<file path="config.mk">
export PLATFORM = sky130hd
export DESIGN_NAME = action_executor
export DESIGN_NICKNAME = d
export VERILOG_FILES = /design/src/rtl/minesweeper_pkg.sv /design/src/rtl/cursor_step.sv /design/src/rtl/action_executor.sv
export SDC_FILE = /design/constraint.sdc
export NUM_CORES = 1
export LEC_CHECK = 0
export BUFFER_PORTS_ARGS = -buffer_cell sky130_fd_sc_hd__buf_2
export CORE_AREA = 2 2 49 51
export CTS_CLUSTER_DIAMETER = 50
export DETAILED_ROUTE_END_ITERATION = 10
export DIE_AREA = 0 0 51 53
export GPL_ROUTABILITY_DRIVEN = 0
export PLACE_DENSITY_LB_ADDON = 0.08
export SLEW_MARGIN = 20
export SYNTH_ARGS = -nofsm -noshare
export SYNTH_HDL_FRONTEND = slang
export SYNTH_HIERARCHICAL = 1
export SYNTH_SLANG_ARGS = --single-unit
</file>
<file path="constraint.sdc">
create_clock -name clk -period 2.2 [get_ports clk]
set_clock_uncertainty 0.05 [all_clocks]
set_input_delay 0.22 -clock clk [delete_from_list [all_inputs] [get_ports clk]]
set_output_delay 0.22 -clock clk [all_outputs]
set_load 0.03 [all_outputs]
</file>
<file path="src/rtl/minesweeper_pkg.sv">
// Shared button-action channel encodings and action_executor FSM state type.
package minesweeper_pkg;

  localparam logic [2:0] ACT_NONE   = 3'b000;
  localparam logic [2:0] ACT_REVEAL = 3'b001;
  localparam logic [2:0] ACT_FLAG   = 3'b010;
  localparam logic [2:0] ACT_RSVD   = 3'b011;
  localparam logic [2:0] ACT_U      = 3'b100;
  localparam logic [2:0] ACT_R      = 3'b101;
  localparam logic [2:0] ACT_D      = 3'b110;
  localparam logic [2:0] ACT_L      = 3'b111;

  localparam logic [1:0] CMD_REVEAL = 2'b01;
  localparam logic [1:0] CMD_FLAG   = 2'b10;

  typedef enum logic [1:0] {
    ST_IDLE     = 2'd0,
    ST_ISSUE    = 2'd1,
    ST_ACK      = 2'd2,
    ST_WAIT_CLR = 2'd3
  } state_t;

  function automatic logic is_move(input logic [2:0] code);
    return code[2];
  endfunction

  function automatic logic is_cmd(input logic [2:0] code);
    return (code == ACT_REVEAL) || (code == ACT_FLAG);
  endfunction

endpackage

</file>
<file path="src/rtl/cursor_step.sv">
// One cursor axis: next index after an optional +1/-1 step.
// Edge behaviour: wraps when CURSOR_WRAP_EN is defined, otherwise saturates.
module cursor_step #(
  parameter int SIZE = 8,
  parameter int W    = 3
) (
  input  logic [W-1:0] value,
  input  logic         inc,
  input  logic         dec,
  output logic [W-1:0] next
);

  // Last legal index; for non-power-of-two SIZE this is below 2^W-1.
  localparam logic [W-1:0] LAST = W'(SIZE - 1);

  always_comb begin
    next = value;
    if (inc) begin
`ifdef CURSOR_WRAP_EN
      if (value == LAST) next = '0;
      else               next = value + W'(1);
`else
      if (value != LAST) next = value + W'(1);
`endif
    end else if (dec) begin
`ifdef CURSOR_WRAP_EN
      if (value == '0) next = LAST;
      else             next = value - W'(1);
`else
      if (value != '0) next = value - W'(1);
`endif
    end
  end

endmodule

</file>
<file path="src/rtl/action_executor.sv">
// Consumes button action codes: moves the cursor or issues reveal/flag commands, then ACKs.
// Cursor edge behaviour selected by CURSOR_WRAP_EN (see cursor_step).
//
// state       | meaning
// ------------+-----------------------------------------------------
// ST_IDLE     | waiting for a non-zero action code
// ST_ISSUE    | cmd_valid high, waiting for cmd_ready
// ST_ACK      | action consumed, ack pulse being generated
// ST_WAIT_CLR | waiting for the encoder to clear its code to 000
module action_executor
  import minesweeper_pkg::*;
#(
  parameter int ROWS  = 8,
  parameter int COLS  = 8,
  parameter int ROW_W = $clog2(ROWS),
  parameter int COL_W = $clog2(COLS)
) (
  input  logic             clk,
  input  logic             rst_n,
  input  logic [2:0]       action,
  output logic             ack,
  input  logic             game_over,
  output logic [ROW_W-1:0] cursor_row,
  output logic [COL_W-1:0] cursor_col,
  output logic             cmd_valid,
  output logic [1:0]       cmd_op,
  output logic [ROW_W-1:0] cmd_row,
  output logic [COL_W-1:0] cmd_col,
  input  logic             cmd_ready
);

  state_t           state, state_next;
  logic             ack_d;
  logic             valid_d;
  logic             accept;
  logic             latch_cmd;
  logic [ROW_W-1:0] row_next;
  logic [COL_W-1:0] col_next;

  assign accept = (state == ST_IDLE);

  cursor_step #(.SIZE(ROWS), .W(ROW_W)) u_row_step (
    .value (cursor_row),
    .inc   (accept && (action == ACT_D)),
    .dec   (accept && (action == ACT_U)),
    .next  (row_next)
  );

  cursor_step #(.SIZE(COLS), .W(COL_W)) u_col_step (
    .value (cursor_col),
    .inc   (accept && (action == ACT_R)),
    .dec   (accept && (action == ACT_L)),
    .next  (col_next)
  );

  always_comb begin
    state_next = state;
    case (state)
      ST_IDLE: begin
        if (action != ACT_NONE) begin
          if (is_cmd(action) && !game_over) state_next = ST_ISSUE;
          else                              state_next = ST_ACK;
        end
      end
      ST_ISSUE:    if (cmd_ready) state_next = ST_ACK;
      ST_ACK:      state_next = ST_WAIT_CLR;
      ST_WAIT_CLR: if (action == ACT_NONE) state_next = ST_IDLE;
      default:     state_next = ST_IDLE;
    endcase
  end

  // Moves/drops raise ack on the edge that enters ST_ACK. After a handshake the
  // pulse comes one edge later; in ST_ACK a still-low ack marks that path.
  assign ack_d     = (accept && (state_next == ST_ACK)) || ((state == ST_ACK) && !ack);
  assign valid_d   = (state_next == ST_ISSUE);
  assign latch_cmd = accept && (state_next == ST_ISSUE);

  always_ff @(posedge clk or negedge rst_n) begin
    if (!rst_n) begin
      state      <= ST_IDLE;
      ack        <= 1'b0;
      cmd_valid  <= 1'b0;
      cmd_op     <= 2'b00;
      cmd_row    <= '0;
      cmd_col    <= '0;
      cursor_row <= '0;
      cursor_col <= '0;
    end else begin
      state      <= state_next;
      ack        <= ack_d;
      cmd_valid  <= valid_d;
      cursor_row <= row_next;
      cursor_col <= col_next;
      if (latch_cmd) begin
        cmd_op  <= action[1:0];
        cmd_row <= cursor_row;
        cmd_col <= cursor_col;
      end
    end
  end

endmodule
</file>
==> results of run 1 <==
==> metal layers <==
metal	wire, um	track usage [%]	vias up
li1	-	-	351
met1	814	19.40	336
met2	735	20.56	21
met3	86	1.977	5
met4	57	12.16	0
met5	0	0	-
==> metrics by stage <==
step / hold slack (ns) / setup slack (ns) / area [um2] / power [mW]
6_report: 0.1524 / 0.4090 / 1186 / 0.9810
5_1_grt: 0.1662 / 0.2099 / 1186 / 1.049
4_1_cts: 0.1482 / 0.4020 / 1186 / 0.9920
3_5_place_dp: 0.1249 / 0.4155 / 1154 / 0.8312
3_3_place_gp: 0.1186 / 0.4383 / 1154 / 0.8254
2_1_floorplan: -0.1256 / 0.4458 / 1017 / 0.7230
==> state kept, by name (all words and copies together), names as in the netlist <==
name and cells:
cursor_col 3, state 2, cmd_op 2, cmd_col 3, cmd_valid 1, ack 1
cursor_row 3, cmd_row 3
==> Yosys cell counts <==
| library cell | number | area share [%] |
|---|---|---|
| nand3_1 | 2 | 0.98 |
| mux2_2 | 2 | 2.2 |
| nor3_1 | 3 | 1.5 |
| or2_1 | 1 | 0.62 |
| o2111a_1 | 1 | 1.1 |
| clkbuf_2 | 1 | 0.49 |
| nor3b_1 | 1 | 0.74 |
| dfrtp_1 | 18 | 44 |
| a21oi_2 | 2 | 1.7 |
| a221oi_2 | 2 | 3.0 |
| buf_6 | 1 | 1.1 |
| nor3b_2 | 2 | 2.5 |
| mux2_4 | 5 | 7.4 |
| a21o_1 | 1 | 0.74 |
| a22oi_1 | 2 | 1.5 |
| inv_1 | 10 | 3.7 |
| ha_1 | 8 | 9.8 |
| nand2_1 | 4 | 1.5 |
| nand2b_1 | 2 | 1.2 |
| a21bo_2 | 1 | 0.98 |
| or4_4 | 1 | 1.1 |
| mux2i_1 | 3 | 3.0 |
| xnor2_1 | 3 | 2.6 |
| nor2b_1 | 2 | 1.2 |
| nor2_1 | 6 | 2.2 |
| and4bb_2 | 2 | 2.5 |
| o21ai_0 | 1 | 0.49 |
==> worst max-delay path by stage <==
stage	end	from	slack (ns)	cells past startpoint
floorplan	cmd_col[2]	state[1]	0.45	4
CTS	cursor_row[1]	state[1]	0.40	6
finish	cmd_op[1]	state[1]	0.41	3
global route	cursor_row[1]	state[1]	0.21	6
global placement	cursor_row[1]	state[1]	0.44	6
detailed placement	cmd_row[1]	state[1]	0.42	3
==> logic make-up (layout without fill, tap and decap cells) <==
group           Yosys count  in the layout  share of synthesized area [%]
fa+ha+maj                 8              8                          9.840
compound gates           10             10                          9.471
mux                      10             10                          12.55
flops                    18             18                          44.28
simple gates             26             26                          15.99
xor+xnor                  3              3                          2.583
buf+inv                  12             37                          5.289
==> repair_timing <==
| item | 4_1_cts | 5_1_grt |
|---|---|---|
| setup buffers | 0 | 0 |
| hold buffers | 1 | 0 |
| hold endpoints to repair | 18 | 0 |
==> final cells by class <==
cell class                 count  area (um2)  area share (%)
inverter                      10       37.54           3.165
multi-input combinational     57       513.0           43.25
clock buffer                   3       22.52           1.899
timing repair buffer          24       127.6           10.76
tap                           28       35.03           2.954
sequential                    18       450.4           37.97
==> placed cells by master, fill, tap and decap left out <==
cell type,n
buf_2,22
dfrtp_1,18
inv_1,10
ha_1,8
nor2_1,6
mux2_4,5
nand2_1,4
nor3_1,3
xnor2_1,3
mux2i_1,3
clkbuf_4,3
nand2b_1,2
nand3_1,2
mux2_2,2
nor3b_2,2
a21oi_2,2
nor2b_1,2
and4bb_2,2
a221oi_2,2
a22oi_1,2
or2_1,1
or4_4,1
o2111a_1,1
a21bo_2,1
nor3b_1,1
a21o_1,1
o21ai_0,1
dlygate4sd3_1,1
buf_4,1
==> power groups by stage <==
stage | registers, mW | logic, mW | clock network, mW
after detailed placement | 0.455 | 0.376 | 0
final | 0.448 | 0.373 | 0.160
after CTS | 0.449 | 0.378 | 0.165
after floorplan | 0.565 | 0.158 | 0
after global routing | 0.460 | 0.413 | 0.177
after global placement | 0.453 | 0.372 | 0
==> worst reg2reg max path, stage by stage (launching register included) <==
cell	delay, ns
dfrtp_1	0.43
or2_1	0.26
or4_4	0.60
mux2_4	0.34
==> impl_results.rst, run 1 <==
.. list-table::
   :header-rows: 1

   * - Metric
     - Value
   * - Post-route clock period utilization
     - approximately 80%
   * - Hold worst-path end
     - cmd_op[0]
   * - Final setup viols
     - 0
   * - Peak supply drop
     - approximately 400 uV
   * - Wire length per cell after detailed routing
     - ~12 um
   * - Residual DRC
     - 0
   * - Worst path buffer plus inverter count
     - 0
   * - Cell family contributing the most delay on the critical path
     - simple AND/OR/NAND/NOR gates
   * - Gate count after technology mapping
     - 87
   * - Net count after synthesis
     - 102
   * - Total via count after detailed routing
     - 713
   * - Gate power share
     - between 30% and 40%
   * - Final slew viol count
     - 0
   * - Die Wd
     - slightly above 50 um
   * - End of the worst register-to-register path
     - cmd_op[1]
   * - Critical path, cell by cell
     - or2_1 > or4_4 > mux2_4
   * - Clock tree root buffer cell
     - clkbuf_4
   * - Cell area after technology mapping
     - ~1000 um2
   * - Number of endpoints with negative hold slack in the final report
     - 0
   * - Fill cell instance count of the final layout
     - between 200 and 250
   * - Fraction of power consumed by the clock network
     - 16.3%
   * - Detailed-route vias per instance
     - ~5.1
   * - R2r worst-path depth
     - 3
   * - Cell row count
     - 17
   * - Cell with the biggest individual delay on the critical path
     - or4_4
   * - Required arrival time at the worst endpoint
     - 2.33 ns
   * - Effective utilization at floorplan
     - between 40% and 50%
   * - Number of ports placed on the die boundary
     - 23
   * - Clock buffer count from CTS
     - 3
   * - Total core area
     - between 2000 and 2500 um2
   * - ANT nets after route
     - 0
   * - Final sum of negative setup slack
     - 0 ns
   * - Worst Setup Start Kind
     - register
   * - Slew at the pin closest to its max-slew limit
     - ~0.44 ns
   * - Power density relative to cell area
     - slightly above 800 nW/um2
   * - Clock-pin slew reported for the worst setup and hold paths after clock tree synthesis
     - about 0.09 ns
   * - Worst-case register-to-register setup slack
     - about 0.41 ns
   * - Highest clock rate
     - 558.3 MHz
   * - RSZ-0062 raised after global routing
     - false
   * - Type of the setup path with the least slack
     - reg2reg
   * - Chip height
     - 53 um
   * - Starting DRT DRC Count
     - 11
   * - Total congestion overflow
     - 0
   * - Headroom to the max-slew limit
     - ~70%
   * - Number of port buffers
     - 22
   * - Launch instance of the worst min-delay path
     - action[1]
   * - Hold path cells
     - 2
   * - Leakage
     - around 0.62 nW
   * - Total of max-cap violations
     - 0
   * - Final cell count without fillers
     - between 100 and 150
   * - CTS max path bufs
     - 2
   * - Largest stage delay on the critical path
     - 0.60 ns
   * - Post-layout min period
     - around 1.8 ns
   * - Worst skew pair latency
     - about 0.29 ns
   * - Clock tree from TritonCTS
     - built
   * - Mean Syn Cell Area
     - between 10 and 15 um2
   * - Largest net degree at the start of global routing
     - 19
   * - Aggregate routed wire length
     - ~1700 um
   * - Post-detailed-placement half-perimeter wirelength
     - about 1300 um
   * - Die Footprint
     - around 2700 um2
   * - Path class of the lowest-slack min-delay path
     - in2reg
   * - Initial antenna violation count
     - 0
   * - Worst-path maximum fanout
     - 12
   * - Register area share after synthesis
     - about 44%
   * - Internal portion of total power
     - between 0.5 and 0.6 mW
   * - Run status
     - complete, no violations
   * - Unique cell type count in the Yosys netlist
     - 27
   * - Register share of total power
     - around 46%
   * - First-pass DRT Iterations
     - 4
   * - Global-route wire length before repair
     - about 2800 um
   * - Total track usage
     - between 10 and 15%
   * - Startpoint of the most critical register-to-register path
     - state[1]
   * - Net switching power
     - between 0.3 and 0.4 mW
   * - Total Nets Final
     - 129
   * - Switching portion of total power
     - between 30% and 40%
   * - Share of cells above drive strength 1
     - a little under two fifths
   * - Final core utilization
     - a little under three fifths
   * - Clk sinks
     - 18
   * - H-tree level count
     - 1
   * - Yosys Warn Count
     - 6
   * - Count of inserted antenna diode cells
     - 0
   * - Kind of end point of the critical path
     - register
   * - Vias in the first global route
     - roughly 660
   * - Area growth from synthesis to layout
     - 16.61%
   * - Inst Count DP
     - between 100 and 150
   * - Number of instances resized during post-cts repair
     - 0
   * - Post-synthesis register bit count
     - 18
   * - Worst EP arrival
     - around 1.9 ns
Note: power is estimated with default switching activity, not from simulation.
==> inputs of run 2 (changes only) <==
==> constraint.sdc (replaced) <==
create_clock -name clk -period 1.8 [get_ports clk]
set_clock_uncertainty 0.05 [all_clocks]
set_input_delay 0.18 -clock clk [delete_from_list [all_inputs] [get_ports clk]]
set_output_delay 0.18 -clock clk [all_outputs]
set_load 0.03 [all_outputs]
==> run 2 against run 1 <==
Effect of this change:
- sequential share of layout area shrank 1.4 points
- routed wire length grew 7.4%
- highest routed layer unchanged
- first-iteration DRC count is 36% lower
- cell area is 3.8% higher
- hold slack got worse by 0.014 ns
- final cell count up 3.6%
- clock power up 19%
- critical path depth unchanged
- critical path type unchanged
- die area stayed put
- largest cell class unchanged
==> impl_results.rst, run 2 (synthesis gave the netlist of run 1 again) <==
.. list-table::
   :header-rows: 1

   * - Metric
     - Value
   * - Run status
     - complete, no violations
   * - Effective utilization at floorplan
     - 47.35% (unchanged)
   * - Final sum of negative setup slack
     - 0 ns (unchanged)
   * - Die Wd
     - 51 um (unchanged)
   * - Path class of the lowest-slack min-delay path
     - in2reg
   * - Power density relative to cell area
     - 982.6 nW/um2 (+19%)
   * - Chip height
     - 53 um (unchanged)
   * - Leading cell types in the layout, fill and taps excluded
     - buf_2, dfrtp_1, inv_1
   * - Final setup viols
     - 0 (unchanged)
   * - Headroom to the max-slew limit
     - 74.26% (+3.8 points)
   * - Postcts setup bufs
     - 0 (unchanged)
   * - Worst-path maximum fanout
     - 12 (unchanged)
   * - Largest net degree at the start of global routing
     - 19 (unchanged)
   * - Starting DRT DRC Count
     - 7 (-4)
   * - Clock tree from TritonCTS
     - built
   * - Count of inserted antenna diode cells
     - 0 (unchanged)
   * - Number of ports placed on the die boundary
     - 23 (unchanged)
   * - Clock tree root buffer cell
     - clkbuf_4
   * - Area growth from synthesis to layout
     - 21.03%
   * - Type of the setup path with the least slack
     - reg2reg
   * - Number of port buffers
     - 22 (unchanged)
   * - Aggregate routed wire length
     - 1817 um (+7.4%)
   * - Total via count after detailed routing
     - 723 (+1.4%)
   * - Hold worst-path end
     - cmd_op[0]
   * - Post-route clock period utilization
     - 95.95% (+15 points)
   * - Cell row count
     - 17 (unchanged)
   * - Worst Setup Slack, final
     - 0.07291 ns (-0.3361 ns)
   * - Launch instance of the worst min-delay path
     - action[1]
   * - Post-detailed-placement half-perimeter wirelength
     - 1374 um (+6.4%)
   * - Worst slack at placement
     - 0.09376 ns (-0.3218 ns)
   * - RSZ-0062 raised after global routing
     - false
   * - End of the worst register-to-register path
     - cmd_op[1]
   * - ANT nets after route
     - 0 (unchanged)
   * - Initial antenna violation count
     - 0 (unchanged)
   * - Total track usage
     - 15.67% (+1.2 points)
   * - R2r worst-path depth
     - 3 (unchanged)
   * - Share of cells above drive strength 1
     - 42.74% (+4.3 points)
   * - Source of the critical timing path
     - state[1]
   * - Most common cell after layout, fill and taps aside
     - buf_2
   * - Global-route wire length before repair
     - 3056 um (+8.3%)
   * - Worst Setup Start Kind
     - register
   * - H-tree level count
     - 1 (unchanged)
   * - Die Footprint
     - 2703 um2 (unchanged)
   * - Number of endpoints with negative hold slack in the final report
     - 0 (unchanged)
   * - Clock buffer count from CTS
     - 3 (unchanged)
   * - Kind of end point of the critical path
     - register
   * - Total core area
     - 2148 um2 (unchanged)
   * - Total Nets Final
     - 134 (+3.9%)
   * - Vias in the first global route
     - 700 (+6.5%)
   * - Total of max-cap violations
     - 0 (unchanged)
   * - Worst skew pair latency
     - 0.29 ns (about the same)
   * - CTS max path bufs
     - 2 (unchanged)
   * - Final slew viol count
     - 0 (unchanged)
   * - Wire length per cell after detailed routing
     - 12.53 um (+3.7%)
   * - Detailed-route vias per instance
     - 4.986 (-2.1%)
   * - Startpoint of the most critical register-to-register path
     - state[1]
   * - Total congestion overflow
     - 0 (unchanged)
   * - Leakage
     - 0.6468 nW (+4.2%)
   * - Design Power
     - 1.210 mW (+23%)
   * - Peak supply drop
     - 531.9 uV (+30%)
   * - Slew at the pin closest to its max-slew limit
     - 0.3861 ns (-0.05512 ns)
   * - Clock-pin slew reported for the worst setup and hold paths after clock tree synthesis
     - 0.09 ns (about the same)
   * - Fill cell instance count of the final layout
     - 187 (-10%)
   * - Clk sinks
     - 18 (unchanged)
   * - First-pass DRT Iterations
     - 4 (unchanged)
   * - Hold path cells
     - 2 (unchanged)
   * - Worst-case register-to-register setup slack
     - 0.07 ns (-0.34 ns)
   * - Required arrival time at the worst endpoint
     - 1.93 ns (-0.40 ns)
   * - Highest clock rate
     - 579.0 MHz (+3.7%)
   * - Worst EP arrival
     - 1.85 ns (-0.07 ns)
   * - Residual DRC
     - 0 (unchanged)
   * - Post-layout min period
     - 1.727 ns (-0.06392 ns)
   * - Tightest hold margin
     - 0.1380 ns (-0.01434 ns)
run 2: changes by cell type in the layout (fill, tap and decap cells not counted):
| cell | change |
|---|---|
| nor3_2 | +1 |
| buf_4 | +5 |
| nor2_2 | +1 |
| nor2_1 | -1 |
| nor3_1 | -1 |
run 2: report_power, final:
part,internal [mW],switching (mW)
logic,0.181,0.296
clock network,0.0778,0.113
registers,0.480,0.0630
total,0.738,0.472
run 2: area by class of cell:
class                   count  area (um2)  area share (%)
multi-input cells          57       520.5           42.28
inverters                  10       37.54           3.049
repair buffers             29       165.2           13.41
flip-flops and latches     18       450.4           36.59
clock buffers               3       22.52           1.829
well taps                  28       35.03           2.846
run 2: how the worst max path moves through the flow:
stage	end	slack [ns]	cells after the start
2_1_floorplan	cmd_col[2]	0.05	4
3_3_place_gp	cmd_row[0]	0.11	3
3_5_place_dp	cmd_row[0]	0.09	3
6_report	cmd_op[1]	0.07	3
4_1_cts	cmd_op[1]	0.07	3
5_1_grt	cmd_op[1]	0.02	3
run 2: worst max-delay path, cell delays in order (launching register included):
cell	delay [ns]
dfrtp_1	0.38
or2_1	0.24
or4_4	0.61
mux2_4	0.33
run 2: per-stage QoR:
| stage | utilization [%] | instance area (um2) | instances |
|---|---|---|---|
| 2_1_floorplan | - | 1017 | 87 |
| 3_3_place_gp | 55.45 | 1191 | 141 |
| 3_5_place_dp | 55.45 | 1191 | 141 |
| 4_1_cts | 56.96 | 1224 | 145 |
| 5_1_grt | 57.31 | 1231 | 145 |
| 6_report | 57.31 | 1231 | 145 |
run 2: timing repair:
item / 4_1_cts / 5_1_grt
endpoints found under the hold margin: 18 / 0
endpoints found under the setup margin: 0 / 1
resized for setup: 0 / 2
hold buffers: 1 / 0
run 2: metal layers:
layer | GRT usage, % | routed length (um) | vias to the layer above
met3 | 2.825 | 90 | 4
li1 | - | - | 360
met2 | 24.24 | 794 | 19
met5 | 0 | 0 | -
met4 | 9.459 | 38 | 0
met1 | 20.36 | 894 | 340
==> inputs of run 3 (changes only) <==
--- a/config.mk
+++ b/config.mk
@@ -12,6 +12,7 @@
 export DIE_AREA = 0 0 51 53
 export GPL_ROUTABILITY_DRIVEN = 0
 export PLACE_DENSITY_LB_ADDON = 0.08
+export SETUP_SLACK_MARGIN = 0.2
 export SLEW_MARGIN = 20
 export SYNTH_ARGS = -nofsm -noshare
 export SYNTH_HDL_FRONTEND = slang
==> run 3 against run 2 <==
Effect of this change:
- sequential power up 1%
- maximum frequency down 3.0%
- sequential share of layout area down 3.6 points
- cell area up 12%
- global-route usage up 1.1 points
- die area unchanged
- core utilization up 7.0 points
- routed wire length up 13%
- register-to-register slack worse by 0.05 ns
- hold slack better by 0.0059 ns
- worst setup slack worse by 0.053 ns
- critical endpoint is now cmd_col[2]
==> impl_results.rst, run 3 (synthesis gave the netlist of run 1 again) <==
.. list-table::
   :header-rows: 1

   * - Metric
     - Value
   * - Final core utilization
     - 64.36% (+7.0 points)
   * - Number of ports placed on the die boundary
     - 23 (unchanged)
   * - Register share of total power
     - 42.5% (-2.4 points)
   * - Worst skew pair latency
     - 0.28 ns (about the same)
   * - Internal portion of total power
     - 0.8018 mW (+8.6%)
   * - Effective utilization at floorplan
     - 47.35% (unchanged)
   * - Switching portion of total power
     - 38.08% (-0.91 points)
   * - Highest clock rate
     - 561.7 MHz (-3.0%)
   * - Share of cells above drive strength 1
     - 54.33% (+12 points)
   * - Wire length per cell after detailed routing
     - 13.22 um (+5.5%)
   * - Count of inserted antenna diode cells
     - 0 (unchanged)
   * - Final cell count without fillers
     - 155 (+6.9%)
   * - Starting DRT DRC Count
     - 4 (-3)
   * - Final slew viol count
     - 0 (unchanged)
   * - Clock tree root buffer cell
     - clkbuf_4
   * - Total track usage
     - 16.82% (+1.1 points)
   * - Die Footprint
     - 2703 um2 (unchanged)
   * - Path class of the lowest-slack min-delay path
     - in2reg
   * - Clock tree from TritonCTS
     - built
   * - H-tree level count
     - 1 (unchanged)
   * - Chip height
     - 53 um (unchanged)
   * - Most common cell after layout, fill and taps aside
     - buf_2
   * - Global-route wire length before repair
     - 3284 um (+7.5%)
   * - CTS max path bufs
     - 2 (unchanged)
   * - Inst Count DP
     - 139 (-1.4%)
   * - Die Wd
     - 51 um (unchanged)
   * - Post-layout min period
     - 1.780 ns (+0.05330 ns)
   * - Detailed-route vias per instance
     - 4.903 (-1.7%)
   * - Largest net degree at the start of global routing
     - 19 (unchanged)
   * - Vias in the first global route
     - 756 (+8.0%)
   * - Peak supply drop
     - 598.7 uV (+13%)
   * - Slew at the pin closest to its max-slew limit
     - 0.4209 ns (+0.03484 ns)
   * - Combined area of the multi-input logic cells
     - 561.8 um2 (+7.9%)
   * - Number of port buffers
     - 22 (unchanged)
   * - Worst slack at placement
     - 0.02636 ns (-0.06740 ns)
   * - Total cell area at the placement stage
     - 1186 um2 (-0.42%)
   * - Worst Setup Slack, final
     - 0.01961 ns (-0.05330 ns)
   * - Total of max-cap violations
     - 0 (unchanged)
   * - Residual DRC
     - 0 (unchanged)
   * - Total Nets Final
     - 143 (+6.7%)
   * - RSZ-0062 raised after global routing
     - true
   * - Leakage
     - 0.7067 nW (+9.3%)
   * - Sequential cell area
     - 455.4 um2 (+1.1%)
   * - Post-detailed-placement half-perimeter wirelength
     - 1333 um (-2.9%)
   * - Design Area, Final
     - 1383 um2 (+12%)
   * - Leading cell types in the layout, fill and taps excluded
     - buf_2, dfrtp_1, buf_4
   * - First-pass DRT Iterations
     - 3 (-1)
   * - Cell row count
     - 17 (unchanged)
   * - Fraction of power consumed by the clock network
     - 19.0% (+3.3 points)
   * - Final setup viols
     - 0 (unchanged)
   * - Headroom to the max-slew limit
     - 71.94% (-2.3 points)
   * - Clock buffer count from CTS
     - 3 (unchanged)
   * - Worst EP arrival
     - 1.91 ns (+0.06 ns)
   * - Number of endpoints with negative hold slack in the final report
     - 0 (unchanged)
   * - Total congestion overflow
     - 0 (unchanged)
   * - Worst Setup Start Kind
     - register
   * - Power density relative to cell area
     - 936.5 nW/um2 (-4.7%)
   * - Gate power share
     - 38.5% (-0.9 points)
   * - Fill cell instance count of the final layout
     - 183 (-2.1%)
   * - Required arrival time at the worst endpoint
     - 1.93 ns (about the same)
   * - Area growth from synthesis to layout
     - 35.92%
   * - Total via count after detailed routing
     - 760 (+5.1%)
   * - Post-route clock period utilization
     - 98.91% (+3.0 points)
   * - Clk sinks
     - 18 (unchanged)
   * - Type of the setup path with the least slack
     - reg2reg
   * - Worst-path maximum fanout
     - 5 (-7)
   * - Initial antenna violation count
     - 0 (unchanged)
   * - Total core area
     - 2148 um2 (unchanged)
   * - Aggregate routed wire length
     - 2049 um (+13%)
   * - ANT nets after route
     - 0 (unchanged)
   * - Kind of end point of the critical path
     - register
   * - Net switching power
     - 0.4930 mW (+4.5%)
   * - Clock-pin slew reported for the worst setup and hold paths after clock tree synthesis
     - 0.10 ns (about the same)
   * - Final sum of negative setup slack
     - 0 ns (unchanged)
   * - Run status
     - complete, no violations
run 3: final cells by class:
class | count | share of cell area (%)
clock buffers | 4 | 2.624
inverters | 10 | 2.715
multi-input cells | 57 | 40.63
flip-flops and latches | 18 | 32.94
well taps | 28 | 2.534
repair buffers | 38 | 18.55
run 3: metrics by stage:
stage	power, mW	hold slack, ns
final	1.295	0.1439
after global routing	1.384	0.1479
after CTS	1.295	0.1235
after detailed placement	1.027	0.07936
after global placement	1.019	0.07865
after floorplan	0.8914	-0.1656
run 3: path summary, 6_finish.rpt:
path	from	endpoint	slack (ns)	cells after the start
setup / recovery	state[1]	cmd_col[2]	0.02	4
hold / removal	action[1]	cmd_op[0]	0.14	2
setup reg to reg	state[1]	cmd_col[2]	0.02	4
hold reg to reg	cursor_row[0]	cursor_row[0]	0.46	1
max in group asynchronous	rst_n	cursor_row[1]	1.08	2
min in group asynchronous	rst_n	cmd_valid	0.30	2
run 3: worst max-delay path, cell delays in order, from the launching register on:
cell	delay [ns]
dfrtp_1	0.41
or2_1	0.25
or4_4	0.52
buf_12	0.16
mux2_4	0.29
run 3: power by group through the flow:
stage | sequential [mW] | combinational [mW] | clock, mW
5_1_grt | 0.561 | 0.549 | 0.274
3_5_place_dp | 0.565 | 0.462 | 0
6_report | 0.551 | 0.499 | 0.245
4_1_cts | 0.551 | 0.488 | 0.256
2_1_floorplan | 0.698 | 0.194 | 0
3_3_place_gp | 0.562 | 0.458 | 0
run 3: layer usage:
layer	wire [um]	track usage, %	vias to the layer above
met1	932	20.50	362
li1	-	-	377
met2	1010	28.35	17
met4	28	8.108	0
met3	77	3.390	4
met5	0	0	-
run 3: timing repair:
item	4_1_cts	5_1_grt
buffers inserted	6	5
setup endpoints to repair	14	17
hold buffers	1	0
pin swaps	3	7
resized for setup	6	10
hold endpoints to repair	18	0
